==> config.mk <==
export PLATFORM = sky130hd
export DESIGN_NAME = uart_frame_tx
export DESIGN_NICKNAME = d
export VERILOG_FILES = /design/src/rtl/uart_frame_pkg.sv /design/src/rtl/uart_byte_tx.sv /design/src/rtl/uart_frame_tx.sv
export SDC_FILE = /design/constraint.sdc
export NUM_CORES = 1
export LEC_CHECK = 0
export ABC_CLOCK_PERIOD_IN_PS = 9870
export CORE_MARGIN = 4
export CORE_UTILIZATION = 45
export DETAILED_ROUTE_END_ITERATION = 6
export GPL_ROUTABILITY_DRIVEN = 0
export PLACE_DENSITY = 0.68
export SLEW_MARGIN = 20
export SYNTH_ARGS = -nofsm -noshare
export SYNTH_HDL_FRONTEND = slang
export SYNTH_SLANG_ARGS = --single-unit
export TNS_END_PERCENT = 20
==> constraint.sdc <==
create_clock -name clk_50M -period 9.87 [get_ports clk_50M]
set_clock_uncertainty 0.1 [all_clocks]
set_input_delay 1.4805 -clock clk_50M [delete_from_list [all_inputs] [get_ports clk_50M]]
set_output_delay 1.4805 -clock clk_50M [all_outputs]
set_load 0.02 [all_outputs]
==> src/rtl/uart_frame_pkg.sv <==
// Shared constants, frame FSM state encoding and baud-rate helper for the uart_frame_tx block.
// The UART_TX_PARITY_EN build option is handled in uart_byte_tx; nothing here depends on it.
package uart_frame_pkg;

  localparam logic [7:0] FRAME_HDR0 = 8'h55;
  localparam logic [7:0] FRAME_HDR1 = 8'hAA;

  // The state names the byte currently on the line; IDLE and DONE have nothing on it.
  typedef enum logic [2:0] {
    ST_IDLE,
    ST_HDR0,
    ST_HDR1,
    ST_FUNC,
    ST_LEN,
    ST_PAYLOAD,
    ST_CSUM,
    ST_DONE
  } frame_state_t;

  // Clock cycles per serial bit, truncated toward zero.
  function automatic int bit_cycles(input int clk_freq, input int baud);
    return clk_freq / baud;
  endfunction

endpackage

==> src/rtl/uart_byte_tx.sv <==
// Bit-level serializer: start bit, 8 data bits LSB first, optional even parity, stop bit.
// Define UART_TX_PARITY_EN for 8E1 (11 bits/byte); the default build is 8N1 (10 bits/byte).
module uart_byte_tx #(
  parameter int BIT_CYCLES = 434
) (
  input  logic       clk_50M,
  input  logic       rst,
  input  logic [7:0] byte_data,
  input  logic       byte_valid,
  output logic       byte_ready,
  output logic       uart_txd
);
  import uart_frame_pkg::*;

`ifdef UART_TX_PARITY_EN
  localparam int FRAME_BITS = 11;
`else
  localparam int FRAME_BITS = 10;
`endif
  // Everything after the start bit waits in the shift register.
  localparam int SHIFT_W = FRAME_BITS - 1;
  localparam int CNT_W   = $clog2(BIT_CYCLES);
  localparam logic [CNT_W-1:0] CNT_LAST = CNT_W'(BIT_CYCLES - 1);

  logic [CNT_W-1:0]   bit_cnt;
  logic [3:0]         bits_left;
  logic [SHIFT_W-1:0] shreg;
  logic [SHIFT_W-1:0] load_word;
  logic               active;
  logic               txd_q;
  logic               accept;

`ifdef UART_TX_PARITY_EN
  assign load_word = {1'b1, ^byte_data, byte_data};
`else
  assign load_word = {1'b1, byte_data};
`endif

  // Ready during the final cycle of the stop bit, so the next start bit follows with no gap.
  assign byte_ready = !active || (bit_cnt == CNT_LAST && bits_left == 4'd0);
  assign accept     = byte_valid && byte_ready;
  assign uart_txd   = txd_q;

  // NOTE: sequential state uses non-blocking assignments only, so every register
  // in this block samples the values from before the edge.
  always_ff @(posedge clk_50M) begin
    if (rst) begin
      active    <= 1'b0;
      txd_q     <= 1'b1;
      bit_cnt   <= '0;
      bits_left <= 4'd0;
      shreg     <= '0;
    end else if (accept) begin
      active    <= 1'b1;
      txd_q     <= 1'b0;
      bit_cnt   <= '0;
      bits_left <= 4'(SHIFT_W);
      shreg     <= load_word;
    end else if (active) begin
      if (bit_cnt == CNT_LAST) begin
        bit_cnt <= '0;
        if (bits_left == 4'd0) begin
          active <= 1'b0;
          txd_q  <= 1'b1;
        end else begin
          txd_q     <= shreg[0];
          shreg     <= shreg >> 1;
          bits_left <= bits_left - 4'd1;
        end
      end else begin
        bit_cnt <= bit_cnt + 1'b1;
      end
    end
  end

endmodule

==> src/rtl/uart_frame_tx.sv <==
// FPGA->host framer: 0x55, 0xAA, func, len, payload[0..len-1], checksum, serialized on uart_txd.
// Build option UART_TX_PARITY_EN (in uart_byte_tx) switches the line format from 8N1 to 8E1.
module uart_frame_tx #(
  parameter int _CLK_FREQ    = 50_000_000,
  parameter int _BAUD        = 115200,
  parameter int _MAX_PAYLOAD = 11
) (
  input  logic                      clk_50M,
  input  logic                      rst,
  input  logic                      send_req,
  input  logic [7:0]                func_code,
  input  logic [3:0]                payload_len,
  input  logic [8*_MAX_PAYLOAD-1:0] payload,
  output logic                      busy,
  output logic                      frame_done,
  output logic                      uart_txd
);
  import uart_frame_pkg::*;

  localparam int         BIT_CYCLES = bit_cycles(_CLK_FREQ, _BAUD);
  localparam logic [3:0] MAX_LEN    = 4'(_MAX_PAYLOAD);

  frame_state_t              state;
  logic [7:0]                func_q;
  logic [3:0]                len_q;
  logic [8*_MAX_PAYLOAD-1:0] payload_q;
  logic [3:0]                idx;
  logic [7:0]                csum_q;
  logic                      busy_q;
  logic                      done_q;

  logic [3:0] len_clamped;
  logic [3:0] sel;
  logic [7:0] pbyte;
  logic [7:0] byte_data;
  logic       byte_valid;
  logic       byte_ready;
  logic       handoff;
  logic       more_payload;

  assign len_clamped  = (payload_len > MAX_LEN) ? MAX_LEN : payload_len;
  assign more_payload = (idx + 4'd1) < len_q;
  assign handoff      = byte_valid && byte_ready;
  assign busy         = busy_q;
  assign frame_done   = done_q;

  // Payload byte offered next: byte 0 after LEN, otherwise the one after the current index.
  always_comb begin
    // NOTE: every combinational output gets a default first, so no path can infer a latch.
    sel   = (state == ST_LEN) ? 4'd0 : idx + 4'd1;
    pbyte = 8'h00;
    for (int k = 0; k < _MAX_PAYLOAD; k++) begin
      if (sel == 4'(k)) pbyte = payload_q[8*k +: 8];
    end
  end

  // While one byte is on the line the serializer is offered the next one.
  always_comb begin
    byte_valid = 1'b0;
    byte_data  = FRAME_HDR0;
    unique case (state)
      ST_IDLE, ST_DONE: begin
        byte_valid = send_req;
        byte_data  = FRAME_HDR0;
      end
      ST_HDR0: begin
        byte_valid = 1'b1;
        byte_data  = FRAME_HDR1;
      end
      ST_HDR1: begin
        byte_valid = 1'b1;
        byte_data  = func_q;
      end
      ST_FUNC: begin
        byte_valid = 1'b1;
        byte_data  = {4'd0, len_q};
      end
      ST_LEN: begin
        byte_valid = 1'b1;
        byte_data  = (len_q == 4'd0) ? csum_q : pbyte;
      end
      ST_PAYLOAD: begin
        byte_valid = 1'b1;
        byte_data  = more_payload ? pbyte : csum_q;
      end
      ST_CSUM: begin
        byte_valid = 1'b0;
        byte_data  = csum_q;
      end
      default: begin
        byte_valid = 1'b0;
        byte_data  = FRAME_HDR0;
      end
    endcase
  end

  always_ff @(posedge clk_50M) begin
    if (rst) begin
      state     <= ST_IDLE;
      func_q    <= 8'h00;
      len_q     <= 4'd0;
      payload_q <= '0;
      idx       <= 4'd0;
      csum_q    <= 8'h00;
      busy_q    <= 1'b0;
      done_q    <= 1'b0;
    end else begin
      done_q <= 1'b0;
      unique case (state)
        ST_IDLE, ST_DONE: begin
          if (send_req) begin
            func_q    <= func_code;
            len_q     <= len_clamped;
            payload_q <= payload;
            idx       <= 4'd0;
            csum_q    <= func_code + {4'd0, len_clamped};
            busy_q    <= 1'b1;
            state     <= ST_HDR0;
          end else begin
            busy_q <= 1'b0;
            state  <= ST_IDLE;
          end
        end
        ST_HDR0: if (handoff) state <= ST_HDR1;
        ST_HDR1: if (handoff) state <= ST_FUNC;
        ST_FUNC: if (handoff) state <= ST_LEN;
        ST_LEN: begin
          if (handoff) begin
            if (len_q == 4'd0) begin
              state <= ST_CSUM;
            end else begin
              idx    <= 4'd0;
              csum_q <= csum_q + pbyte;
              state  <= ST_PAYLOAD;
            end
          end
        end
        ST_PAYLOAD: begin
          if (handoff) begin
            if (more_payload) begin
              idx    <= idx + 4'd1;
              csum_q <= csum_q + pbyte;
            end else begin
              state <= ST_CSUM;
            end
          end
        end
        // byte_ready here marks the last cycle of the checksum's stop bit.
        ST_CSUM: begin
          if (byte_ready) begin
            busy_q <= 1'b0;
            done_q <= 1'b1;
            state  <= ST_DONE;
          end
        end
        default: state <= ST_IDLE;
      endcase
    end
  end

  uart_byte_tx #(
    .BIT_CYCLES (BIT_CYCLES)
  ) u_byte_tx (
    .clk_50M    (clk_50M),
    .rst        (rst),
    .byte_data  (byte_data),
    .byte_valid (byte_valid),
    .byte_ready (byte_ready),
    .uart_txd   (uart_txd)
  );

endmodule
==> run_results.csv <==
group,metric,value,unit
min_path,hold_class,"flip-flop to flip-flop",
clocking,cts_buffer_depth,2,
global_route,grt_pass1_wl,34.66,mm
layout,synthToLayoutAreaGrowth,22.45,%
synth,yosysTopAreaCell,"dfxtp_1",
layout,drive_gt1_share,6.268,%
global_route,grt_max_degree,104,
clocking,cts_tree,"built",
route,firstDrtPassIters,6,
floorplanning,core_area,16060,sq um
sta,worst_pin_slew,1.055,ns
synth,synth-edff-count,0,
global_route,grt_pass1_vias,6745,
global_route,grt_use_total,23.32,%
sta,finalMaxSlewViolations,0,
critical_path,critPathArrivalTime,5.17,ns
min_path,worstHoldEndpoint,"payload_q[20]$_SDFFE_PP0P_",
synth,syn_inst,981,
floorplanning,start_util,46.59,%
sta,rsz0062_at_grt,"false",
route,via_count,7203,
route,initialDrtViolationCount,841,
synth,syn_area,7481,sq um
critical_path,reg2reg_slack,4.88,ns
synth,netlist.area_leader.share,37.73,%
layout,ff_latch_area,2823,sq um
route,drc,0,
critical_path,endpoint_kind,"flip-flop",
clocking,cts_resized,0,
critical_path,start_kind,"flip-flop",
synth,synth-seq-cells,141,
sta,finalSetupViolations,0,
synth,avgSynthCellArea,7.626,sq um
clocking,cts.sinks,141,
clocking,cts_hold_buf,0,
synth,synth_ff_type,"dfxtp_1",
route,vias_per_cell,5.676,
route,wirelength,21.12,mm
floorplanning,die_y,136.9,um
critical_path,required,10.05,ns
critical_path,worstSetupPathType,"flip-flop to flip-flop",
layout,multi_input_area,4305,sq um
critical_path,reg2reg_depth,17,
place,portBuffers,105,
sta,period_minus_slack,4.993,ns
synth,synth_area_leaders,"dfxtp_1, nand2_1, a21oi_1",
sta,hold_viol,0,
layout,n_antenna_cell,0,
layout,finalNetCount,1167,
synth,synth_cell_type_count,79,
power_and_ir_drop,finalPower,1.733,mW
route,wl_per_cell,16.64,um
synth,ys_seq_area_share,37.73,%
critical_path,cp_max_fo,40,
clocking,path_clk_slew,0.06,ns
min_path,hold_depth,2,
sta,fin_tns_setup,0,ns
route,postRouteAntennaNets,0,
floorplanning,row_count,46,
power_and_ir_drop,ir_worst_vdd,0.1237,mV
flow_run,cap_violations,0,
critical_path,r2r_start,"idx[0]$_SDFFE_PP0P_",
clocking,numCtsBuffers,17,
layout,fill_cells,1505,
synth,synth.net_count,1106,
synth,yosys_warnings,0,
run_status,status,"finished, final reports clean",
floorplanning,fp.dieW,136.9,um
floorplanning,die-area,18750,sq um
power_and_ir_drop,powerDensity,189.2,nW/um^2
clocking,post_cts_buffers,0,
min_path,hp-start,"payload_q[20]$_SDFFE_PP0P_",
sta,maxSlewHeadroom,29.64,%
sta,fmax,200.3,MHz
synth,async_flop_share,0,%
global_route,overflow,0,
clocking,clk_latency,0.43,ns
critical_path,timing.rr.end,"csum_q[7]$_SDFFE_PP0P_",
global_route,antenna_found_initial,0,
clocking,cts_root_buf,"clkbuf_16",
floorplanning,ios,106,
sta,finalCritPeriodShare,50.59,%
clocking,htreeDepth,4,
power_and_ir_drop,leakagePower,3.381,nW
place,dp_hpwl,15.17,mm
==> per-layer routing <==
metal | global-route usage [%] | part of all wire, % | up-vias
met5 | 0 | 0 | -
met2 | 38.12 | 48 | 257
met4 | 6.874 | 1.9 | 0
met1 | 31.06 | 44 | 3323
met3 | 4.890 | 5.6 | 40
li1 | - | - | 3583
==> cell usage after synthesis (10+ instances only) <==
master    number
a21o_1        14
a21oi_1      150
buf_2         13
clkbuf_1      52
dfxtp_1      141
ha_1          20
inv_1         16
nand2_1      256
nand3_1       16
nor2_1        56
nor2b_1       10
nor3_1        10
o21ai_0       28
xnor2_1       11
==> state kept, by name, summed over array words and instances (netlist names) <==
| signal | flops |
|---|---|
| u_byte_tx.active | 1 |
| busy | 1 |
| csum_q | 8 |
| func_q | 8 |
| len_q | 4 |
| payload_q | 88 |
| frame_done | 1 |
| u_byte_tx.bit_cnt | 9 |
| u_byte_tx.bits_left | 4 |
| state | 3 |
| idx | 4 |
| u_byte_tx.uart_txd | 1 |
| u_byte_tx.shreg | 9 |
==> cell families (layout without fill, tap and decap cells) <==
kind of cell / Yosys count / after routing / share of synthesized area [%]
flops: 141 / 141 / 37.73
fa+ha+maj: 22 / 22 / 3.880
xor+xnor: 20 / 20 / 2.442
mux: 12 / 12 / 1.656
compound gates: 299 / 299 / 25.82
simple gates: 400 / 400 / 23.52
buf+inv: 87 / 159 / 4.951
==> placed cells by master (no fill, tap or decap), types with 6 or more instances in the layout <==
master,Yosys,layout
o211ai_1,8,8
nand3_1,16,16
xnor2_1,11,10
nor2_1,56,56
a22oi_1,9,9
nand2_1,256,255
a21o_1,14,14
ha_1,20,20
o21ai_0,28,28
a32oi_1,9,9
a211oi_1,6,6
xor2_1,8,8
nor3_1,10,10
nor2b_1,10,10
o21ai_1,6,6
clkdlybuf4s50_1,0,104
dfxtp_1,141,141
a21oi_1,150,150
buf_4,0,7
nand4_1,7,7
a221oi_1,6,6
clkbuf_16,0,17
inv_1,16,16
or3_1,6,6
mux2i_1,9,9
==> layout make-up <==
class | instances | share of cell area [%]
flip-flops and latches | 141 | 30.82
clock buffers | 19 | 4.945
multi-input cells | 753 | 47.00
well taps | 216 | 2.950
clock inverters | 11 | 1.557
inverters | 18 | 0.7922
repair buffers | 111 | 11.94
==> report_power, final <==
| group | total [mW] | switching (mW) | internal [mW] |
|---|---|---|---|
| Combinational | 0.385 | 0.230 | 0.155 |
| Clock | 0.650 | 0.243 | 0.407 |
| Sequential | 0.699 | 0.0598 | 0.639 |
| Total | 1.73 | 0.533 | 1.20 |
==> critical path: stages, from the launching register on <==
cell	delay (ns)
dfxtp_1	0.30
buf_4	0.35
nand3_1	0.19
xor2_2	0.57
inv_1	0.40
and3_1	0.32
a221o_1	0.29
a222oi_1	0.37
nand2b_1	0.22
ha_1	0.33
nand3_1	0.09
a21o_1	0.19
a21oi_1	0.34
a21oi_1	0.10
and3_1	0.20
a311o_1	0.26
o21ai_0	0.16
a21oi_1	0.08
==> through the flow <==
| stage | util (%) | cells | setup slack [ns] | hold WS (ns) | instance area, sq um |
|---|---|---|---|---|---|
| 2_1_floorplan | - | 981 | 6.033 | 0.3318 | 7481 |
| 3_3_place_gp | 53.29 | 1239 | 4.840 | 0.3439 | 8557 |
| 3_5_place_dp | 53.29 | 1239 | 4.737 | 0.3486 | 8557 |
| 4_1_cts | 57.00 | 1269 | 4.718 | 0.3548 | 9153 |
| 5_1_grt | 57.04 | 1269 | 4.438 | 0.3658 | 9160 |
| 6_report | 57.04 | 1269 | 4.877 | 0.3567 | 9160 |
==> how the worst max path moves through the flow <==
stage / to / cells past startpoint / startpoint
2_1_floorplan: csum_q[7]$_SDFFE_PP0P_ / 17 / idx[1]$_SDFFE_PP0P_
3_3_place_gp: csum_q[7]$_SDFFE_PP0P_ / 17 / idx[0]$_SDFFE_PP0P_
3_5_place_dp: csum_q[7]$_SDFFE_PP0P_ / 17 / idx[0]$_SDFFE_PP0P_
4_1_cts: csum_q[7]$_SDFFE_PP0P_ / 17 / idx[0]$_SDFFE_PP0P_
5_1_grt: csum_q[7]$_SDFFE_PP0P_ / 17 / idx[0]$_SDFFE_PP0P_
6_report: csum_q[7]$_SDFFE_PP0P_ / 17 / idx[0]$_SDFFE_PP0P_
No activity file was read; power rests on OpenSTA's default activity.
